--- src/rtl/prng_seed_pkg.sv ---
// Shared types and constants for the seed reseed controller and its health monitor.
package prng_seed_pkg;

  localparam int unsigned SEED_W     = 256;
  localparam int unsigned HALF_W     = 128;
  localparam int unsigned WHITEN_SHR = 7;
  localparam int unsigned WHITEN_SHL = 11;

  typedef enum logic [2:0] {
    ST_WARMUP,
    ST_COLLECT,
    ST_FINAL,
    ST_HOLD,
    ST_IDLE,
    ST_FAIL
  } state_e;

  // One upstream sample: seed1 forms the high half, seed2 the low half.
  typedef struct packed {
    logic [HALF_W-1:0] hi;
    logic [HALF_W-1:0] lo;
  } sample_t;

  function automatic logic [SEED_W-1:0] rotl1(input logic [SEED_W-1:0] v);
    return {v[SEED_W-2:0], v[SEED_W-1]};
  endfunction

  function automatic logic [SEED_W-1:0] whiten(input logic [SEED_W-1:0] v);
    return v ^ (v >> WHITEN_SHR) ^ (v << WHITEN_SHL);
  endfunction

endpackage

--- src/rtl/seed_health_mon.sv ---
// Repetition health test: pulses fail_c on the cycle the REP_LIMIT-th
// consecutive identical sample comparison is seen.
module seed_health_mon
  import prng_seed_pkg::*;
#(
  parameter int unsigned REP_LIMIT = 3
) (
  input  logic              clk,
  input  logic              rst,
  input  logic              en,
  input  logic [SEED_W-1:0] sample,
  output logic              fail_c
);

  localparam int unsigned CNT_W = $clog2(REP_LIMIT + 1);

  logic [SEED_W-1:0] prev;
  logic              prev_valid;
  logic [CNT_W-1:0]  rep_cnt;
  logic              repeat_c;

  assign repeat_c = prev_valid && (sample == prev);
  assign fail_c   = en && repeat_c && (rep_cnt == CNT_W'(REP_LIMIT - 1));

  always_ff @(posedge clk) begin
    if (rst) begin
      prev       <= '0;
      prev_valid <= 1'b0;
      rep_cnt    <= '0;
    end else if (en) begin
      prev       <= sample;
      prev_valid <= 1'b1;
      rep_cnt    <= repeat_c ? rep_cnt + CNT_W'(1) : '0;
    end
  end

endmodule

--- src/rtl/seed_reseed_ctrl.sv ---
// Folds upstream ADC samples into 256-bit seeds for the PRNG core, gated by a
// repetition health test. Define SEED_WHITEN_EN to add a whitening FINAL stage.
module seed_reseed_ctrl
  import prng_seed_pkg::*;
#(
  parameter int unsigned WARMUP_CYCLES = 16,
  parameter int unsigned ACCUM_SAMPLES = 4,
  parameter int unsigned REP_LIMIT     = 3
) (
  input  logic              clk,
  input  logic              rst,
  input  logic [HALF_W-1:0] seed1,
  input  logic [HALF_W-1:0] seed2,
  input  logic              reseed_req,
  input  logic              seed_ready,
  output logic [SEED_W-1:0] seed_out,
  output logic              seed_valid,
  output logic              busy,
  output logic              health_fail
);

  localparam int unsigned CNT_MAX = (WARMUP_CYCLES > ACCUM_SAMPLES) ? WARMUP_CYCLES : ACCUM_SAMPLES;
  localparam int unsigned CNT_W   = $clog2(CNT_MAX + 1);

  state_e            state, state_nxt;
  logic [CNT_W-1:0]  cnt, cnt_nxt;
  logic [SEED_W-1:0] acc, acc_nxt;
  logic              pending, pending_nxt;
  logic [SEED_W-1:0] seed_out_nxt;
  logic              seed_valid_nxt, busy_nxt, health_fail_nxt;
  logic              enter_collect;
  logic              fail_c;
  sample_t           smp;
  logic [SEED_W-1:0] acc_fold;

  assign smp      = '{hi: seed1, lo: seed2};
  assign acc_fold = rotl1(acc) ^ SEED_W'(smp);

`ifdef SEED_WHITEN_EN
  logic [SEED_W-1:0] acc_white;
  assign acc_white = whiten(acc);
`endif

  seed_health_mon #(
    .REP_LIMIT(REP_LIMIT)
  ) u_health (
    .clk   (clk),
    .rst   (rst),
    .en    (state != ST_FAIL),
    .sample(SEED_W'(smp)),
    .fail_c(fail_c)
  );

  // Next-state and registered-output logic.
  always_comb begin
    state_nxt       = state;
    cnt_nxt         = cnt;
    acc_nxt         = acc;
    pending_nxt     = pending | (reseed_req && !(state inside {ST_IDLE, ST_FAIL}));
    seed_out_nxt    = seed_out;
    health_fail_nxt = health_fail;
    enter_collect   = 1'b0;

    case (state)
      ST_WARMUP: begin
        if (cnt == CNT_W'(WARMUP_CYCLES - 1)) enter_collect = 1'b1;
        else                                  cnt_nxt = cnt + CNT_W'(1);
      end
      ST_COLLECT: begin
        acc_nxt = acc_fold;
        if (cnt == CNT_W'(ACCUM_SAMPLES - 1)) begin
          cnt_nxt = '0;
`ifdef SEED_WHITEN_EN
          state_nxt = ST_FINAL;
`else
          // An all-zero fold is never handed out; start a fresh accumulation.
          if (acc_fold == '0) begin
            enter_collect = 1'b1;
          end else begin
            seed_out_nxt = acc_fold;
            state_nxt    = ST_HOLD;
          end
`endif
        end else begin
          cnt_nxt = cnt + CNT_W'(1);
        end
      end
`ifdef SEED_WHITEN_EN
      ST_FINAL: begin
        if (acc_white == '0) begin
          enter_collect = 1'b1;
        end else begin
          seed_out_nxt = acc_white;
          state_nxt    = ST_HOLD;
        end
      end
`endif
      ST_HOLD: begin
        // A request arriving on the transfer cycle itself is not dropped.
        if (seed_ready) begin
          if (pending || reseed_req) enter_collect = 1'b1;
          else                       state_nxt = ST_IDLE;
        end
      end
      ST_IDLE: begin
        if (reseed_req) enter_collect = 1'b1;
      end
      default: ;
    endcase

    if (enter_collect) begin
      state_nxt   = ST_COLLECT;
      acc_nxt     = '0;
      cnt_nxt     = '0;
      pending_nxt = 1'b0;
    end

    if (fail_c) begin
      state_nxt       = ST_FAIL;
      health_fail_nxt = 1'b1;
    end

    seed_valid_nxt = (state_nxt == ST_HOLD);
    busy_nxt       = state_nxt inside {ST_WARMUP, ST_COLLECT, ST_FINAL};
  end

  always_ff @(posedge clk) begin
    if (rst) begin
      state       <= ST_WARMUP;
      cnt         <= '0;
      acc         <= '0;
      pending     <= 1'b0;
      seed_out    <= '0;
      seed_valid  <= 1'b0;
      busy        <= 1'b1;
      health_fail <= 1'b0;
    end else begin
      state       <= state_nxt;
      cnt         <= cnt_nxt;
      acc         <= acc_nxt;
      pending     <= pending_nxt;
      seed_out    <= seed_out_nxt;
      seed_valid  <= seed_valid_nxt;
      busy        <= busy_nxt;
      health_fail <= health_fail_nxt;
    end
  end

endmodule
--- config.mk ---
export PLATFORM = sky130hd
export DESIGN_NAME = seed_reseed_ctrl
export DESIGN_NICKNAME = d
export VERILOG_FILES = /design/src/rtl/prng_seed_pkg.sv /design/src/rtl/seed_health_mon.sv /design/src/rtl/seed_reseed_ctrl.sv
export SDC_FILE = /design/constraint.sdc
export NUM_CORES = 2
export LEC_CHECK = 0
export BUFFER_PORTS_ARGS = -buffer_cell sky130_fd_sc_hd__buf_2
export CORE_MARGIN = 5
export CORE_UTILIZATION = 61
export DETAILED_ROUTE_END_ITERATION = 10
export HOLD_SLACK_MARGIN = 0.08
export PLACE_DENSITY = 0.91
export SLEW_MARGIN = 20
export SYNTH_ARGS = -nofsm -noshare
export SYNTH_HDL_FRONTEND = slang
export SYNTH_SLANG_ARGS = --single-unit
--- constraint.sdc ---
create_clock -name clk -period 5.95 [get_ports clk]
set_input_delay 0.595 -clock clk [delete_from_list [all_inputs] [get_ports clk]]
set_output_delay 0.595 -clock clk [all_outputs]
set_load 0.02 [all_outputs]
==> flow_summary.toml <==
[run_status]
status = "finished, final reports clean"

[yosys]
synthArstFlopShare_pct = 0
yosysTopAreaCellShare_pct = 48.38
synthTopCellsByArea = "dfxtp_1 (48%), a211oi_1 (11%), xnor2_1 (10%), nor2_1 (6.1%), nand2_1 (6.0%)"
synth_enable_flop_cells = 0
synth-main-ff-cell = "dfxtp_1"
avgSynthCellArea_um2 = 8.835
ys_types = 46
synth_seq_area_share_pct = 48.38
synth_seq_cells = 783
netlist_instances = 3667
synthesis.nets = 3930
ys_warn_count = 0
synth_most_common_cell = "dfxtp_1"
mappedNetlistArea_um2 = 32400
synth_largest_area_cell = "dfxtp_1"
synth_common_cells = "dfxtp_1 (783), nor2_1 (524), nand2_1 (522)"

[layout]
regArea_um2 = 15680
area.growth.synth_to_final_pct = 16.87
fillers = 3702
num-nets-final = 4296
layout-drive-gt1-share_pct = 17.79
utilization_pct = 72.05
multiInputGateArea_um2 = 15410
final_cell_area_um2 = 37860
finalNonFillerCells = 4823

[critical_path]
critPathMaxStageDelay_ns = 0.91
cp.required_ns = 6.41
critPathBufInv = 2
critical_path.cell_chain = "xnor2_1 -> nand4_1 -> nor4_1 -> and4_1 -> a41oi_4 -> buf_4 -> buf_12 -> nor2_1 -> a211oi_1"
endpoint_kind = "register"
critPathMaxFanout = 202
critical_path_class = "register to register"
path_delay_family = "simple AND/OR/NAND/NOR gates"
crit_slowest_cell = "xnor2_1"
crit_arrival_ns = 4.58
worstSetupStartpointType = "register"

[clock_tree]
cts_buffers = 79
cts_buffer_depth = 3
tritoncts = "done"
root_buffer = "clkbuf_16"
cts_max_level = 3
cts_resized = 0
clk_pin_slew_ns = 0.06
clkSinkCount = 783
clock_latency_ns = 0.64
cts_setup_buffers = 0
ctsHoldBuffers = 0

[placed_design]
gp_congestion = 1.078
placed_area_um2 = 35000
dp_worst_setup_slack_ns = 1.686
port_buffers = 518
dp.cells = 4639
dp_hpwl_um = 102700

[die]
rows = 84
start_util_pct = 61.65
die_w_um = 240.5
io_pins = 519
core_um2 = 52550
die_y_um = 240.5
die-area_um2 = 57820

[timing]
rsz0062_at_grt = "false"
finalWorstSetupSlack_ns = 1.832
fin_hold_ws_ns = 0.2388
slew_headroom_pct = 13.54
clock_skew_ns = 0.02306
fin_crit_sh_pct = 69.20
clock.fmax_ghz = 0.2429
fin_crit_ns = 4.118
setup_violations = 0
finalHoldViolCount = 0
fin_tns_setup_ns = 0
tightest_slew_ns = 1.285
drv_slew = 0

[route]
ant_nets = 0
drtPass1Iterations = 8
vias_per_cell = 6.470
num_vias = 31210
routed_wl_um = 137800
initialDrtViolationCount = 5114
routedWlPerCell_um = 28.57
drc = 0

[power_and_ir_drop]
peakVddDrop_mv = 0.2397
power.density_nw_per_um2 = 309.1
p_total_mw = 11.71
leakage_nw = 14.18

[global_route]
grt_max_degree = 217
overflow = 0
antenna_found_initial = 43
gr-usage-all-layers_pct = 45.15
grt_pass1_vias = 28570
grt_pass1_wl_um = 191500

[job]
maxCapViolCount = 0

[min_path]
hp-class = "input port to register"
## final cells by class
type / instances / area share [%]
Clock inverter: 32 / 1.094
Sequential cell: 783 / 41.40
Tap cell: 688 / 2.274
Inverter: 47 / 0.4659
Clock buffer: 113 / 6.071
Antenna cell: 38 / 0.2511
Multi-Input combinational cell: 2580 / 40.70
Timing Repair Buffer: 542 / 7.743
## layout by cell type, fill, tap and decap left out, types with 3 or more instances in the layout
cell,count
dfxtp_1,783
nor2_1,523
nand2_1,522
buf_2,517
a211oi_1,462
xnor2_1,371
a21oi_1,268
nand4_1,105
clkbuf_16,82
xor2_1,75
a211oi_2,50
nor4_1,48
inv_1,46
nand2b_1,40
diode_2,38
nor2b_1,30
clkbuf_1,18
clkinv_2,17
clkbuf_8,13
o2111ai_1,12
buf_4,12
buf_12,10
o22ai_1,9
bufinv_16,9
a2111oi_0,7
nor3_1,6
and4_1,5
nand3_1,5
a22o_1,5
a2111o_1,4
o221ai_1,3
and2_1,3
ha_1,3
inv_6,3
## cell families (layout without fill, tap and decap cells)
family	count (synthesis)	count (layout)	share of synthesized area, %
compound gates	831	831	18.09
xor+xnor	448	448	12.11
fa+ha+maj	3	3	0.1159
buf+inv	304	734	4.248
flops	783	783	48.38
other cells	0	38	0
simple gates	1298	1298	17.06
## tightest hold or removal path, stage by stage
cell and delay (ns):
buf_2 0.12, nand2_1 0.05, a21oi_1 0.05
## sequential cells by signal, indices dropped and copies added (netlist names), 2 cells and up
signal and cells:
cnt 5, state 3, seed_out 256, acc 256, u_health.prev 256, u_health.rep_cnt 2
## path summary, 6_finish.rpt
check	end	depth (start not counted)	start	slack, ns
max reg2reg	seed_out[86]$_SDFFE_PP0P_	9	acc[171]$_SDFFE_PP0P_	1.83
min reg2reg	u_health.prev[53]$_SDFFE_PP0N_	2	u_health.prev[53]$_SDFFE_PP0N_	0.45
max	seed_out[86]$_SDFFE_PP0P_	9	acc[171]$_SDFFE_PP0P_	1.83
min	u_health.prev[254]$_SDFFE_PP0N_	3	seed1[126]	0.24
## power by group
part           internal (mW)  switching, mW  total, mW
Combinational          0.288          0.743       1.03
Clock                   3.09           2.17       5.26
Sequential              5.34         0.0697       5.41
## routing by layer
metal	track usage, %	up-vias	wire length (µm)
met4	31.46	24	12070
met1	55.85	14620	48120
met5	0	-	162
li1	-	13470	-
met3	14.93	626	19510
met2	66.54	2463	57920
Note: power is estimated with default switching activity, not from simulation.
